**config.mk**
```make
export PLATFORM = sky130hd
export DESIGN_NAME = uart_tx_core
export DESIGN_NICKNAME = d
export VERILOG_FILES = /design/src/rtl/uart_pkg.sv /design/src/rtl/uart_tx_fifo.sv /design/src/rtl/uart_tx_core.sv
export SDC_FILE = /design/constraint.sdc
export NUM_CORES = 1
export LEC_CHECK = 0
export BUFFER_PORTS_ARGS = -buffer_cell sky130_fd_sc_hd__buf_2
export CAP_MARGIN = 40
export CORE_MARGIN = 3
export CORE_UTILIZATION = 32
export DETAILED_ROUTE_END_ITERATION = 7
export SETUP_SLACK_MARGIN = 0.3
export SYNTH_ARGS = -nofsm -noshare
export SYNTH_HDL_FRONTEND = slang
export SYNTH_HIERARCHICAL = 1
export SYNTH_SLANG_ARGS = --single-unit
```
**constraint.sdc**
```tcl
create_clock -name clk -period 6.6 [get_ports clk]
set_input_delay 0.66 -clock clk [delete_from_list [all_inputs] [get_ports clk]]
set_output_delay 0.66 -clock clk [all_outputs]
set_load 0.03 [all_outputs]
```
**src/rtl/uart_pkg.sv**
```systemverilog
// rtl/uart_pkg.sv - shared types, parity constants and frame-length helper for the UART transmitter
package uart_pkg;

  typedef enum logic [2:0] {
    ST_IDLE,
    ST_START,
    ST_DATA,
    ST_PARITY,
    ST_STOP
  } tx_state_t;

  localparam int PAR_NONE = 0;
  localparam int PAR_ODD  = 1;
  localparam int PAR_EVEN = 2;

  // Serial bits in one frame: start + data + optional parity + stop bits.
  function automatic int frame_bits(input int data_bits, input int parity, input int stop_bits);
    return 1 + data_bits + ((parity != PAR_NONE) ? 1 : 0) + stop_bits;
  endfunction

endpackage

```
**src/rtl/uart_tx_fifo.sv**
```systemverilog
// rtl/uart_tx_fifo.sv - transmit word FIFO with occupancy count
module uart_tx_fifo #(
  parameter int WIDTH = 8,
  parameter int DEPTH = 4
) (
  input  logic                       clk,
  input  logic                       rst,
  input  logic [WIDTH-1:0]           wdata,
  input  logic                       push,
  input  logic                       pop,
  output logic [WIDTH-1:0]           rdata,
  output logic                       full,
  output logic                       empty,
  output logic [$clog2(DEPTH):0]     count
);

  localparam int AW = $clog2(DEPTH);
  localparam logic [AW-1:0] PTR_ONE  = AW'(1);
  localparam logic [AW:0]   CNT_ONE  = (AW + 1)'(1);
  localparam logic [AW:0]   CNT_FULL = (AW + 1)'(DEPTH);

  if (DEPTH < 2 || (DEPTH & (DEPTH - 1)) != 0) begin : g_bad_depth
    $error("uart_tx_fifo: DEPTH must be a power of 2 and at least 2");
  end

  logic [WIDTH-1:0] mem [DEPTH];
  logic [AW-1:0]    wr_ptr;
  logic [AW-1:0]    rd_ptr;
  logic [AW:0]      count_q;
  logic             do_push;
  logic             do_pop;

  assign full    = (count_q == CNT_FULL);
  assign empty   = (count_q == '0);
  assign count   = count_q;
  assign rdata   = mem[rd_ptr];
  assign do_push = push && !full;
  assign do_pop  = pop && !empty;

  // Storage array; contents are don't-care until written, so no reset.
  always_ff @(posedge clk) begin
    if (do_push) begin
      mem[wr_ptr] <= wdata;
    end
  end

  // Pointers wrap naturally at DEPTH; count tracks occupancy.
  always_ff @(posedge clk or posedge rst) begin
    if (rst) begin
      wr_ptr  <= '0;
      rd_ptr  <= '0;
      count_q <= '0;
    end else begin
      if (do_push) begin
        wr_ptr <= wr_ptr + PTR_ONE;
      end
      if (do_pop) begin
        rd_ptr <= rd_ptr + PTR_ONE;
      end
      case ({do_push, do_pop})
        2'b10:   count_q <= count_q + CNT_ONE;
        2'b01:   count_q <= count_q - CNT_ONE;
        default: count_q <= count_q;
      endcase
    end
  end

endmodule

```
**src/rtl/uart_tx_core.sv**
```systemverilog
// rtl/uart_tx_core.sv - buffered UART transmitter: FIFO, frame FSM, bit timer and shift register
module uart_tx_core
  import uart_pkg::*;
#(
  parameter int DATA_BITS    = 8,
  parameter int PARITY       = 0,
  parameter int STOP_BITS    = 1,
  parameter int CLKS_PER_BIT = 16,
  parameter int FIFO_DEPTH   = 4
) (
  input  logic                          clk,
  input  logic                          rst,
  input  logic [DATA_BITS-1:0]          tx_data,
  input  logic                          tx_valid,
  output logic                          tx_ready,
  output logic                          uart_tx,
  output logic                          busy,
  output logic [$clog2(FIFO_DEPTH):0]   fifo_count
);

  localparam int CW = $clog2(STOP_BITS * CLKS_PER_BIT);
  localparam int IW = $clog2(DATA_BITS);
  localparam logic [CW-1:0] CNT_ONE   = CW'(1);
  localparam logic [CW-1:0] BIT_LAST  = CW'(CLKS_PER_BIT - 1);
  localparam logic [CW-1:0] STOP_LAST = CW'(STOP_BITS * CLKS_PER_BIT - 1);
  localparam logic [IW-1:0] IDX_ONE   = IW'(1);
  localparam logic [IW-1:0] IDX_LAST  = IW'(DATA_BITS - 1);
  localparam logic          HAS_PAR   = (PARITY != PAR_NONE);
  localparam logic          PAR_INV   = (PARITY == PAR_ODD);

  if (DATA_BITS < 5 || DATA_BITS > 9) begin : g_bad_data_bits
    $error("uart_tx_core: DATA_BITS must be 5..9");
  end
  if (PARITY != PAR_NONE && PARITY != PAR_ODD && PARITY != PAR_EVEN) begin : g_bad_parity
    $error("uart_tx_core: PARITY must be 0, 1 or 2");
  end
  if (STOP_BITS != 1 && STOP_BITS != 2) begin : g_bad_stop_bits
    $error("uart_tx_core: STOP_BITS must be 1 or 2");
  end
  if (CLKS_PER_BIT < 2) begin : g_bad_clks_per_bit
    $error("uart_tx_core: CLKS_PER_BIT must be at least 2");
  end
  if (FIFO_DEPTH < 2 || (FIFO_DEPTH & (FIFO_DEPTH - 1)) != 0) begin : g_bad_fifo_depth
    $error("uart_tx_core: FIFO_DEPTH must be a power of 2 and at least 2");
  end
  if (frame_bits(DATA_BITS, PARITY, STOP_BITS) > 13) begin : g_bad_frame
    $error("uart_tx_core: frame longer than 13 bits");
  end

  tx_state_t            state;
  logic [CW-1:0]        bit_cnt;
  logic [IW-1:0]        bit_idx;
  logic [DATA_BITS-1:0] shift_q;
  logic                 parity_q;
  logic [DATA_BITS-1:0] fifo_rdata;
  logic                 fifo_full;
  logic                 fifo_empty;
  logic                 start_frame;

  // A new frame starts from IDLE, or straight out of the last stop cycle, whenever a word waits.
  assign start_frame = !fifo_empty &&
                       ((state == ST_IDLE) || (state == ST_STOP && bit_cnt == STOP_LAST));

  assign tx_ready = !fifo_full;
  assign busy     = (state != ST_IDLE) || !fifo_empty;

  uart_tx_fifo #(
    .WIDTH (DATA_BITS),
    .DEPTH (FIFO_DEPTH)
  ) u_fifo (
    .clk   (clk),
    .rst   (rst),
    .wdata (tx_data),
    .push  (tx_valid),
    .pop   (start_frame),
    .rdata (fifo_rdata),
    .full  (fifo_full),
    .empty (fifo_empty),
    .count (fifo_count)
  );

  // Frame sequencer: each state times its bit(s) and registers the next line level on exit.
  always_ff @(posedge clk or posedge rst) begin
    if (rst) begin
      state    <= ST_IDLE;
      bit_cnt  <= '0;
      bit_idx  <= '0;
      shift_q  <= '0;
      parity_q <= 1'b0;
      uart_tx  <= 1'b1;
    end else begin
      bit_cnt <= bit_cnt + CNT_ONE;
      case (state)
        ST_IDLE: begin
          bit_cnt <= '0;
          if (start_frame) begin
            shift_q  <= fifo_rdata;
            parity_q <= (^fifo_rdata) ^ PAR_INV;
            state    <= ST_START;
            uart_tx  <= 1'b0;
          end
        end
        ST_START: begin
          if (bit_cnt == BIT_LAST) begin
            bit_cnt <= '0;
            bit_idx <= '0;
            state   <= ST_DATA;
            uart_tx <= shift_q[0];
          end
        end
        ST_DATA: begin
          if (bit_cnt == BIT_LAST) begin
            bit_cnt <= '0;
            if (bit_idx == IDX_LAST) begin
              if (HAS_PAR) begin
                state   <= ST_PARITY;
                uart_tx <= parity_q;
              end else begin
                state   <= ST_STOP;
                uart_tx <= 1'b1;
              end
            end else begin
              bit_idx <= bit_idx + IDX_ONE;
              shift_q <= {1'b0, shift_q[DATA_BITS-1:1]};
              uart_tx <= shift_q[1];
            end
          end
        end
        ST_PARITY: begin
          if (bit_cnt == BIT_LAST) begin
            bit_cnt <= '0;
            state   <= ST_STOP;
            uart_tx <= 1'b1;
          end
        end
        ST_STOP: begin
          if (bit_cnt == STOP_LAST) begin
            bit_cnt <= '0;
            if (start_frame) begin
              shift_q  <= fifo_rdata;
              parity_q <= (^fifo_rdata) ^ PAR_INV;
              state    <= ST_START;
              uart_tx  <= 1'b0;
            end else begin
              state <= ST_IDLE;
            end
          end
        end
        default: begin
          state   <= ST_IDLE;
          bit_cnt <= '0;
          uart_tx <= 1'b1;
        end
      endcase
    end
  end

endmodule

```
Word-level counts from Yosys, hierarchy flattened
Memory sizes are Yosys's and may differ from the RTL's.
Cells that the tools add are included.
{ "classes": {"n_addsub": 6, "eq_ne": 16, "mux": 29, "reduce_logical": 19} }
{ "op_table": {"columns": ["op", "count"], "rows": [
  ["$mux 8", 4],
  ["$mux 3", 9],
  ["$pmux 8 s3", 1],
  ["$pmux 3 s5", 1],
  ["$pmux 3 s2", 2],
  ["$reduce_and 4->1", 3],
  ["$ne 2x2->1 const B", 5],
  ["$eq 3x3->1 const B", 3],
  ["$mux 1", 9],
  ["$mux 4", 2],
  ["$add 3x1->3 const B", 2],
  ["$eq 3x2->1 const B", 2],
  ["$logic_not 3->1", 2],
  ["$reduce_and 6->1", 1],
  ["$reduce_bool 3->1", 2],
  ["$pmux 1 s5", 1],
  ["$add 2x1->2 const B", 2],
  ["$add 4x1->4 const B", 1],
  ["$eq 4x4->1 const B", 1],
  ["$logic_and 1x1->1", 4],
  ["$ne 2x1->1 const B", 2],
  ["$reduce_bool 2->1", 2],
  ["$reduce_or 4->1", 1],
  ["$eq 3x1->1 const B", 1],
  ["other kinds (5)", 7]
]} }
{ "totals": {"regBits": 26, "mem_bits_rw": 32, "inputBits": 11, "out_inout_bits": 6, "elab_cells": 79, "memories": 1} }
{ "mem_list": {"columns": ["memory", "words", "width", "rd", "rd_clocked_by_memory_dff", "wr", "line_no", "source"], "rows": [
  ["u_fifo.mem", 4, 8, 1, 0, 1, "uart_tx_fifo.sv:26", "logic [WIDTH-1:0] mem [DEPTH];"]
]} }

Logic depth before layout (Yosys ltp)
Gate-level depths: netlist of run 1.
{ "logic_depth": {"ltp_word": 7, "ltp_mapped": 11, "ltp_nobuf": 10} }

By module
Netlist of run 1, hierarchy kept.
{ "by_module_without_submodules": {"columns": ["module", "n_inst", "cells_per_inst", "area_per_inst_um2", "seq_area_each_um2"], "rows": [
  ["uart_tx_fifo", 1, 80, 1596.5, 1136.1],
  ["uart_tx_core", 1, 90, 1021.0, 476.7]
]} }

Worst setup path before layout of run 1
Ideal clock, no wire load.
{ "synth_path": {"path_type": "register to register", "startpoint": "reg u_fifo.count_q[0], in the netlist u_fifo/count[0]", "endpoint": "reg u_fifo.count_q[2], in the netlist u_fifo/count[2]", "setup_ns": 0.081, "t_arrival_ns": 2.304, "required_ns": 6.519, "setup_slack_ns": 4.215, "path_stages_with_launch": 11, "path_buffers": 0, "synth_period_minus_slack_ns": 2.385, "path_cell_list": "dfrtp_1 -> nor3_1 -> nor3_1 -> a21boi_0 -> o31a_2 -> ha_1 -> inv_1 -> fa_1 -> xor2_1 -> nor2_1 -> xor2_1"} }
{ "synth_between": {"elab_chain_len": 6, "word_cells_on_any_way": 13, "cone_classes": "2 x add/sub; 3 x eq/ne; 1 x mux; 7 x reduce/logical"} }
{ "synth_rtl": {"columns": ["item", "line_no", "source"], "rows": [
  ["start, declared", "uart_tx_fifo.sv:29", "logic [AW:0] count_q;"],
  ["start signal, assigned", "uart_tx_fifo.sv:61", "2'b10: count_q <= count_q + CNT_ONE;"],
  ["start signal, assigned", "uart_tx_fifo.sv:62", "2'b01: count_q <= count_q - CNT_ONE;"],
  ["start signal, assigned", "uart_tx_fifo.sv:63", "default: count_q <= count_q;"],
  ["$logic_not 3->1 (*)", "uart_tx_fifo.sv:34", "assign empty = (count_q == '0);"],
  ["via fifo_empty", "uart_tx_core.sv:57", "logic fifo_empty;"],
  ["$logic_not 1->1 (*)", "uart_tx_core.sv:61", "assign start_frame = !fifo_empty &&"],
  ["$logic_and 1x1->1 (*)", "uart_tx_core.sv:61", null],
  ["via start_frame", "uart_tx_core.sv:58", "logic start_frame;"],
  ["$logic_and 1x1->1 (*)", "uart_tx_fifo.sv:38", "assign do_pop = pop && !empty;"],
  ["via u_fifo.do_pop", "uart_tx_fifo.sv:31", "logic do_pop;"],
  ["$eq 2x1->1 / $eq 2x2->1 (equally long branches)", "uart_tx_fifo.sv:60", "case ({do_push, do_pop})"],
  ["$pmux 3 s2 / $reduce_bool 2->1 (equally long branches)", null, null]
]} }
Mark *: on every way through the listed nets, which the timed path passes. The rest lies on a longest branch.
A chain may end at the register's enable or synchronous reset.

Worst setup path after layout of run 1
{ "layout_path": {"startpoint": "reg bit_cnt[0]", "endpoint": "reg u_fifo.count_q[2], in the netlist u_fifo/count[2]"} }
{ "layout_between": {"elab_chain_len": 7, "word_cells_on_any_way": 9, "cone_classes": "3 x eq/ne; 1 x mux; 5 x reduce/logical"} }
{ "layout_rtl": {"columns": ["item", "line_no", "source"], "rows": [
  ["start, declared", "uart_tx_core.sv:51", "logic [CW-1:0] bit_cnt;"],
  ["start signal, assigned", "uart_tx_core.sv:92", "bit_cnt <= bit_cnt + CNT_ONE;"],
  ["$eq 4x4->1 (*)", "uart_tx_core.sv:62", "((state == ST_IDLE) || (state == ST_STOP && bit_cnt == STOP_LAST));"],
  ["$logic_and 1x1->1 (*)", "uart_tx_core.sv:62", null],
  ["$logic_or 1x1->1 (*)", "uart_tx_core.sv:62", null],
  ["$logic_and 1x1->1 (*)", "uart_tx_core.sv:61", null],
  ["via start_frame", "uart_tx_core.sv:58", null],
  ["$logic_and 1x1->1 (*)", "uart_tx_fifo.sv:38", null],
  ["via u_fifo.do_pop", "uart_tx_fifo.sv:31", null],
  ["$eq 2x1->1 / $eq 2x2->1 (equally long branches)", "uart_tx_fifo.sv:60", null],
  ["$pmux 3 s2 / $reduce_bool 2->1 (equally long branches)", null, null]
]} }
Marks and branches as above.

==> metrics.md, run 1 <==
| Metric | Value |
|---|---|
| Seq cells post-synth | 58 |
| Clock power share | 24.2% |
| Peak supply drop | 199 uV |
| First drt pass iteration count | 3 |
| Initial antenna violation count | 0 |
| Layout cell share with drive strength beyond 1 | 35.0% |
| Critical path class | register to register |
| I/O pins | 17 |
| Post-synth top cells | edfxtp_1, dfrtp_1, mux2_2 |
| P per Cell Area | 433 mW/mm^2 |
| Internal power | 0.878 mW |
| Startpoint Class | register |
| Max cap viols | 0 |
| Worst-Skew Late Latency | 330 ps |
| Cell area after synthesis | 0.00262 sq mm |
| First-pass GRT wire length | 6930 microns |
| R2r endpoint | u_fifo/count[2] |
| GR Overflow Total | 0 |
| Clk_skew | 7.87 ps |
| Worst path arrival time | 2820 ps |
| Reg2reg start | bit_cnt[0] |
| DR WL/cell | 13.8 microns |
| Mapped Nets | 190 |
| Worst-Margin Slew | 722 ps |
| Pin count of the biggest net entering global routing | 20 |
| Die area | 0.00930 sq mm |
| Area grow syn2layout | 14.6% |
| Core Rows | 32 |
| GP Congestion | 0.763 |
| Synth unique cells | 42 |
| Synth top area cells | edfxtp_1, dfrtp_1, mux4_2 |
| Sw Share | 32.5% |
| Total Nets Final | 212 |
| RSZ-0062 raised after global routing | false |
| Top-area cell type share of the netlist area | 36.7% |
| Worst-path maximum fanout | 12 |
| GR Util All Layers | 10.3% |
| WL final | 4140 microns |
| Register area share after synthesis | 61.6% |
| Syn avg cell area | 15.4 sq um |
| Count leader, synth | edfxtp_1 |
| Antenna-violating nets left | 0 |
| Gate power share | 30.0% |
| Die width | 96.4 microns |
| Cell count after synthesis | 170 |
| Largest area contributor in the netlist | edfxtp_1 |
| Cell leakage power | 1.17 nW |
| Cts hold-fix bufs | 0 |
| Net Sw Power | 0.422 mW |
| Final period util | 38.9% |
| Number of synthesized flops with an enable pin | 32 |
| Fraction of registers with async set/reset | 44.8% |
| CTS tree | yes |
| Die Span Y | 96.4 microns |
| Clock Path Buffers | 2 |
| YS warnings | 6 |
| Clk slew on worst S/H paths | 70 ps |
| Worst Path Required | 6860 ps |
| Number of global-route vias before repair | 1391 |
| Normalized max-slew margin | 51.8% |
| Avg Vias per Cell | 4.67 |
| Clock Sink Count | 58 |
| Tmin final | 2570 ps |
| Post-CTS Setup Inserts | 0 |
| HP Class | input pin to async pin |
| Slew Viols, Final | 0 |
| CTS buffer count | 9 |
| Seq pwr share | 45.8% |
| Top_reg_cell synth | edfxtp_1 |
| Peak Freq | 390 MHz |
| Status | complete, no violations |
| Final TNS setup | 0 ps |
| Detailed-placement wirelength estimate | 2770 microns |
| H-Tree Depth | 3 |
| CP Capture Type | register |
| IO buf count | 16 |
| Diode count | 0 |
| Final hold viol count | 0 |
| Clock root buffer | clkbuf_8 |
| FF-to-FF setup slack | 4030 ps |
| Post-CTS resize count | 0 |
| 1st-iter DRT viols | 50 |
| Core Area | 0.00785 sq mm |
| Setup violations, final | 0 |
| Reg2Reg Depth | 10 |
| DRC viols | 0 |
| Starting Density | 33.4% |
| Final Util | 38.2% |
| Detailed-route via count | 1395 |
-- stage by stage --
step                hold WS (ps)  cell area [sq um]  total power [mW]  setup slack (ps)  std cells
floorplan                    461               2620             0.905              4210        170
global placement             476               2800             0.994              4090        282
CTS                          246               3000              1.32              4030        299
global route                 273               3000              1.39              3780        299
finish                       254               3000              1.30              4030        299
detailed placement           488               2810             0.997              4040        283
-- worst max-delay path, stage by stage, from the launching register on --
cell	delay, ps
dfrtp_1	390
ha_1	230
nand3_1	360
a21boi_0	300
o31a_2	210
ha_1	180
inv_1	60
fa_1	370
xor2_1	150
nor2_1	110
xor2_1	140
-- worst max path at each step --
stage | to | slack (ps) | from
final | u_fifo/count[2] | 4030 | bit_cnt[0]
after global routing | u_fifo/count[2] | 3780 | bit_cnt[0]
after CTS | u_fifo/count[2] | 4030 | bit_cnt[0]
after detailed placement | u_fifo/count[2] | 4040 | bit_cnt[0]
after global placement | u_fifo/count[2] | 4090 | bit_cnt[0]
after floorplan | u_fifo/count[2] | 4210 | u_fifo/count[0]
-- cell type report --
class,instances,area [sq um]
Clock inverter,7,70.1
Multi-Input combinational cell,93,931
Clock buffer,9,124
Sequential cell,58,1610
Fill cell,753,4850
Tap cell,102,128
Timing Repair Buffer,17,85.1
Inverter,13,48.8
-- layer usage --
metal	share of wire (%)	up-vias	GRT usage [%]
li1	-	669	-
met1	46	700	13.2
met2	49	19	15.6
met3	3.4	7	3.25
met4	1.8	0	5.26
met5	0	-	0
-- placed cells by master (no fill, tap or decap), drive strengths merged, types with 4 or more instances in the layout --
| cell | count |
|---|---|
| mux2 | 16 |
| nor2 | 5 |
| xor2 | 4 |
| and2 | 4 |
| a21oi | 6 |
| clkbuf | 9 |
| mux4 | 8 |
| nor3 | 5 |
| buf | 17 |
| xnor2 | 4 |
| ha | 8 |
| inv | 13 |
| edfxtp | 32 |
| dfrtp | 25 |
-- state kept, by name, indices dropped and copies added (netlist names) --
signal	flops
u_fifo/mem	32
u_fifo/rd_ptr	2
u_fifo/wr_ptr	2
u_fifo/count	3
shift_q	8
bit_cnt	4
uart_tx	1
bit_idx	3
state	3
-- logic make-up (layout without fill, tap and decap cells) --
kind of cell,Yosys count,count (layout),share of synthesized area (%)
compound gates,19,19,5.78
xor+xnor,8,8,2.68
fa+ha+maj,9,9,4.59
buf+inv,19,46,2.82
flops,58,58,61.6
mux,26,26,14.7
simple gates,31,31,7.84
-- power by group through the flow --
stage | sequential, mW | clock [mW] | combinational (mW)
2_1_floorplan | 0.570 | 0 | 0.335
3_3_place_gp | 0.601 | 0 | 0.393
3_5_place_dp | 0.602 | 0 | 0.395
4_1_cts | 0.598 | 0.328 | 0.399
5_1_grt | 0.614 | 0.343 | 0.435
6_report | 0.595 | 0.315 | 0.390
(Power assumes the default switching activity.)
==> run 2, diff against run 1 <==
==> constraint.sdc (replaced) <==
create_clock -name clk -period 2.2 [get_ports clk]
set_input_delay 0.22 -clock clk [delete_from_list [all_inputs] [get_ports clk]]
set_output_delay 0.22 -clock clk [all_outputs]
set_load 0.03 [all_outputs]
==> metrics.md, run 2 (synthesis results as in run 1) <==
| Metric | Value |
|---|---|
| Peak Freq | 502 MHz (+29%) |
| Diode count | 0 (unchanged) |
| Reg2Reg Depth | 9 (-1) |
| GR Util All Layers | 11.0% (+0.76 points) |
| Worst-path maximum fanout | 2 (-10) |
| DR WL/cell | 14.3 microns (+3.0%) |
| Avg Vias per Cell | 4.55 (-2.4%) |
| CTS tree | yes |
| 1st-iter DRT viols | 45 (-10%) |
| Hold EP | u_fifo/mem[2][6] |
| Clock Sink Count | 58 (unchanged) |
| Final hold viol count | 0 (unchanged) |
| Design Area, Final | 0.00331 sq mm (+10%) |
| Detailed-route via count | 1453 (+4.2%) |
| Die width | 96.4 microns (unchanged) |
| Clock power share | 26.5% (+2.3 points) |
| Core Rows | 32 (unchanged) |
| Die Span Y | 96.4 microns (unchanged) |
| Worst Path Required | 2450 ps (-4410 ps) |
| Most frequent cells in the layout | edfxtp_1, dfrtp_1, buf_4 |
| FF-to-FF setup slack | 210 ps (-3830 ps) |
| Antenna-violating nets left | 0 (unchanged) |
| Clk slew on worst S/H paths | 70 ps (about the same) |
| Critical path depth | 9 (-1) |
| P per Cell Area | 1350 mW/mm^2 (+210%) |
| I/O pins | 17 (unchanged) |
| CTS buffer count | 9 (unchanged) |
| Top reg by flops | u_fifo/mem |
| Net Sw Power | 1.37 mW (+230%) |
| Hold path start | tx_data[6] |
| Worst-Skew Late Latency | 330 ps (about the same) |
| Final TNS setup | 0 ps (unchanged) |
| Worst-Margin Slew | 752 ps (+30.6 ps) |
| Total Nets Final | 232 (+9.4%) |
| Status | complete, no violations |
| Seq pwr share | 38.0% (-7.8 points) |
| WL final | 4550 microns (+9.9%) |
| CP Capture Type | register |
| Final period util | 90.6% (+52 points) |
| Max reg flops | 32 (unchanged) |
| First-pass GRT wire length | 7530 microns (+8.7%) |
| IO buf count | 16 (unchanged) |
| Clk_skew | 6.02 ps (-1.84 ps) |
| DRC viols | 0 (unchanged) |
| Placed cell area | 0.00296 sq mm (+5.5%) |
| Setup violations, final | 0 (unchanged) |
| Die area | 0.00930 sq mm (unchanged) |
| H-Tree Depth | 3 (unchanged) |
| Gate power share | 35.5% (+5.5 points) |
| Pin count of the biggest net entering global routing | 20 (unchanged) |
| WHS Path Cells | 1 |
| Clock root buffer | clkbuf_8 |
| Normalized max-slew margin | 49.8% (-2.0 points) |
| CP Cell Sequence | nor3_2 -> a21boi_2 -> o31a_2 -> ha_4 -> inv_2 -> fa_2 -> xor2_1 -> nor2_1 -> xor2_1 |
| Cell leakage power | 1.31 nW (+12%) |
| Critical path class | register to register |
| Internal power | 3.11 mW (+250%) |
| HP Class | input pin to register |
| Peak supply drop | 483 uV (+140%) |
| Worst path arrival time | 2240 ps (-580 ps) |
| Core Area | 0.00785 sq mm (unchanged) |
| Area grow syn2layout | 26.4% |
| Tmin final | 1990 ps (-573 ps) |
| Sw Share | 30.7% (-1.8 points) |
| CP Buf/Inv Count | 1 (unchanged) |
| Slowest cell on crit path | dfrtp_1 |
| Most common cell after layout, fill and taps aside | edfxtp_1 |
| Slowest stage delay, CP | 390 ps (about the same) |
| Reg2reg start | state[0] |
| Clock Path Buffers | 2 (unchanged) |
| GR Overflow Total | 0 (unchanged) |
| Regs by FF count | u_fifo/mem: 32 flops, shift_q: 8 flops, bit_cnt: 4 flops |
| R2r endpoint | u_fifo/count[2] |
| First drt pass iteration count | 4 (+1) |
| GP Congestion | 0.715 (-6.3%) |
| Crit path top cell by count | xor2_1 |
| Number of global-route vias before repair | 1510 (+8.6%) |
| CP top delay family | adder cells |
| Detailed-placement wirelength estimate | 3050 microns (+10%) |
| RSZ-0062 raised after global routing | true |
| Slew Viols, Final | 0 (unchanged) |
| Max cap viols | 0 (unchanged) |
| Layout cell share with drive strength beyond 1 | 47.0% (+12 points) |
| Startpoint Class | register |
| Starting Density | 33.4% (unchanged) |
| Initial antenna violation count | 0 (unchanged) |
-- run 2: layout make-up --
class / instances / area, sq um
Inverter: 13 / 48.8
Timing Repair Buffer: 37 / 244
Fill cell: 733 / 4540
Sequential cell: 58 / 1620
Multi-Input combinational cell: 93 / 1030
Clock inverter: 7 / 118
Tap cell: 102 / 128
Clock buffer: 9 / 124
-- run 2: worst max path at each step --
stage | start | end | slack, ps
6_report | state[0] | u_fifo/count[2] | 210
5_1_grt | state[0] | u_fifo/count[2] | 120
4_1_cts | state[1] | u_fifo/count[2] | 190
3_5_place_dp | u_fifo/count[2] | u_fifo/count[2] | 140
3_3_place_gp | u_fifo/count[1] | u_fifo/count[2] | 190
2_1_floorplan | u_fifo/count[0] | u_fifo/count[2] | 100
-- run 2: what timing repair did --
item / 4_1_cts / 5_1_grt
setup endpoints to repair: 10 / 10
hold buffers: 1 / 0
gates resized for setup: 4 / 2
setup buffers: 6 / 4
hold endpoints to repair: 7 / 0
pin swaps: 6 / 6
-- run 2: power by group through the flow --
stage,clock [mW],combinational (mW),sequential [mW]
2_1_floorplan,0,1.11,1.74
5_1_grt,1.26,1.76,1.74
3_3_place_gp,0,1.49,1.73
3_5_place_dp,0,1.52,1.74
4_1_cts,1.22,1.60,1.71
6_report,1.19,1.59,1.70
-- run 2: through the flow --
step                      total power [mW]  utilization [%]  instances  setup slack (ps)  hold slack, ps
after detailed placement              3.26             37.7        292               136             177
after CTS                             4.53             41.7        315               187            77.0
after global routing                  4.77             42.2        319               116            91.9
final                                 4.48             42.2        319               207             101
after global placement                3.21             37.7        292               188             178
after floorplan                       2.86                -        170              99.9            23.2
-- run 2: layer usage --
metal	track usage, %	wire length, microns	up-vias	part of all wire (%)
met5	0	0	-	0
met4	5.26	61	0	1.3
met3	3.49	178	6	3.9
met2	17.3	2320	18	51
met1	13.9	1990	722	44
li1	-	-	707	-
==> run 3, diff against run 2 <==
--- a/config.mk
+++ b/config.mk
@@ -10,6 +10,7 @@
 export CORE_MARGIN = 3
 export CORE_UTILIZATION = 32
 export DETAILED_ROUTE_END_ITERATION = 7
+export RECOVER_POWER = 100
 export SETUP_SLACK_MARGIN = 0.3
 export SYNTH_ARGS = -nofsm -noshare
 export SYNTH_HDL_FRONTEND = slang
==> constraint.sdc (replaced) <==
create_clock -name clk -period 2.1 [get_ports clk]
set_input_delay 0.21 -clock clk [delete_from_list [all_inputs] [get_ports clk]]
set_output_delay 0.21 -clock clk [all_outputs]
set_load 0.03 [all_outputs]
==> metrics.md, run 3 (synthesis results as in run 1) <==
| Metric | Value |
|---|---|
| Status | complete, no violations |
| Starting Density | 33.4% (unchanged) |
| Hold path start | tx_data[2] |
| Die area | 0.00930 sq mm (unchanged) |
| Most frequent cells in the layout | edfxtp_1, dfrtp_1, buf_4 |
| Final period util | 95.7% (+5.1 points) |
| Die width | 96.4 microns (unchanged) |
| Most common cell after layout, fill and taps aside | edfxtp_1 |
| Diode count | 0 (unchanged) |
| Number of global-route vias before repair | 1541 (+2.1%) |
| Pin count of the biggest net entering global routing | 20 (unchanged) |
| Setup crit start | u_fifo/count[1] |
| First-pass GRT wire length | 7510 microns (-0.17%) |
| Slowest cell on crit path | dfrtp_2 |
| Detailed-route via count | 1502 (+3.4%) |
| Worst path arrival time | 2220 ps (-20 ps) |
| Reg2reg start | u_fifo/count[1] |
| Worst-Margin Slew | 744 ps (-8.34 ps) |
| Initial antenna violation count | 0 (unchanged) |
| Peak supply drop | 527 uV (+8.9%) |
| Max cap viols | 0 (unchanged) |
| Setup violations, final | 0 (unchanged) |
| H-Tree Depth | 3 (unchanged) |
| GP Congestion | 0.754 (+5.4%) |
| CP Buf/Inv Count | 3 (+2) |
| GR Overflow Total | 0 (unchanged) |
| Tmin final | 2010 ps (+16.2 ps) |
| 1st-iter DRT viols | 51 (+13%) |
| Area grow syn2layout | 25.6% |
| Worst Path Required | 2310 ps (-140 ps) |
| DRC viols | 0 (unchanged) |
| Max reg flops | 32 (unchanged) |
| Clock Sink Count | 58 (unchanged) |
| Critical path class | register to register |
| Top reg by flops | u_fifo/mem |
| Regs by FF count | u_fifo/mem: 32 flops, shift_q: 8 flops, bit_cnt: 4 flops |
| CP Cell Sequence | nor3_4 -> buf_4 -> buf_6 -> or3_1 -> a2111oi_4 -> buf_12 -> mux2_1 |
| RSZ-0062 raised after global routing | true |
| Core Area | 0.00785 sq mm (unchanged) |
| Final hold viol count | 0 (unchanged) |
| IO buf count | 16 (unchanged) |
| Design Area, Final | 0.00329 sq mm (-0.64%) |
| Avg Vias per Cell | 4.57 (+0.23%) |
| Final TNS setup | 0 ps (unchanged) |
| Normalized max-slew margin | 50.4% (+0.56 points) |
| CTS tree | yes |
| Slew Viols, Final | 0 (unchanged) |
| P per Cell Area | 1360 mW/mm^2 (+0.40%) |
| CP top delay family | buffers and inverters |
| Clk slew on worst S/H paths | 70 ps (about the same) |
| Slowest stage delay, CP | 400 ps (about the same) |
| First drt pass iteration count | 4 (unchanged) |
| I/O pins | 17 (unchanged) |
| Filler cell count | 781 (+6.5%) |
| Die Span Y | 96.4 microns (unchanged) |
| Core Rows | 32 (unchanged) |
| Peak Freq | 498 MHz (-0.81%) |
| CP Capture Type | register |
| Clock root buffer | clkbuf_8 |
| Detailed-placement wirelength estimate | 3080 microns (+0.83%) |
| Area occupied by registers | 0.00162 sq mm (unchanged) |
| Total Nets Final | 242 (+4.3%) |
| Clock Path Buffers | 2 (unchanged) |
| Placed cell area | 0.00301 sq mm (+1.8%) |
| CTS buffer count | 9 (unchanged) |
| Worst-path maximum fanout | 8 (+6) |
| Layout Cells excl Fill | 329 (+3.1%) |
| # placed instances | 295 (+1.0%) |
| Worst-Skew Late Latency | 330 ps (about the same) |
| Clk_skew | 6.59 ps (+0.566 ps) |
| GR Util All Layers | 11.2% (+0.15 points) |
| WL final | 4580 microns (+0.57%) |
| Area taken by multi-input logic gates | 991 sq um (-3.9%) |
| Antenna-violating nets left | 0 (unchanged) |
| DR WL/cell | 13.9 microns (-2.5%) |
| FF-to-FF setup slack | 90 ps (-120 ps) |
| HP Class | input pin to register |
| Startpoint Class | register |
| Cell leakage power | 1.28 nW (-2.5%) |
| Layout cell share with drive strength beyond 1 | 35.7% (-11 points) |
-- run 3: changes by cell type in the layout (fill, tap and decap cells not counted), moves of 4 or more --
cell and change:
and2_2 -4, mux2_4 -7, and2_1 +4, mux2_1 +7, clkbuf_1 +19, buf_2 -14
-- run 3: worst register-to-register path, cell delays in order, from the launching register on --
cell       delay [ps]
dfrtp_2           400
nor3_4             60
buf_4             130
buf_6             110
or3_1             340
a2111oi_4         370
buf_12            170
mux2_1            320
-- run 3: worst paths after layout --
check / end / cells past startpoint
max: shift_q[3] / 7
min: u_fifo/mem[3][2] / 1
max reg2reg: shift_q[3] / 7
min reg2reg: shift_q[4] / 1
max in group asynchronous: bit_cnt[1] / 3
min in group asynchronous: u_fifo/wr_ptr[1] / 3
-- run 3: cell type report --
class	instances	area share, %
Timing Repair Buffer	47	9.21
Tap cell	102	3.88
Multi-Input combinational cell	93	30.1
Inverter	13	1.48
Sequential cell	58	49.2
Clock buffer	9	3.77
Clock inverter	7	2.36
-- run 3: power breakdown --
group	internal (mW)	switching, mW
logic	0.873	0.779
clock network	0.554	0.471
registers	1.57	0.225
total	2.99	1.48
-- run 3: layer usage --
metal,routed length (microns),track usage [%],vias up
li1,-,-,731
met1,2060,13.7,745
met2,2240,17.0,18
met3,197,5.27,8
met4,76,4.67,0
met5,0,0,-
-- run 3: per-stage QoR --
stage	util (%)	hold slack (ps)	setup slack [ps]	total power, mW
after floorplan	-	13.2	-0.110	3.00
after global placement	38.4	165	102	3.43
after detailed placement	38.4	169	63.6	3.45
after CTS	42.5	70.2	158	4.63
after global routing	41.9	131	17.2	4.78
final	41.9	138	90.3	4.47
-- run 3: timing repair --
action                                  4_1_cts  5_1_grt
endpoints found under the setup margin       10       14
hold buffers                                  1        0
buffers inserted                             13        4
gates resized for setup                       4        4
pin swaps                                    11        3
endpoints found under the hold margin         7        0
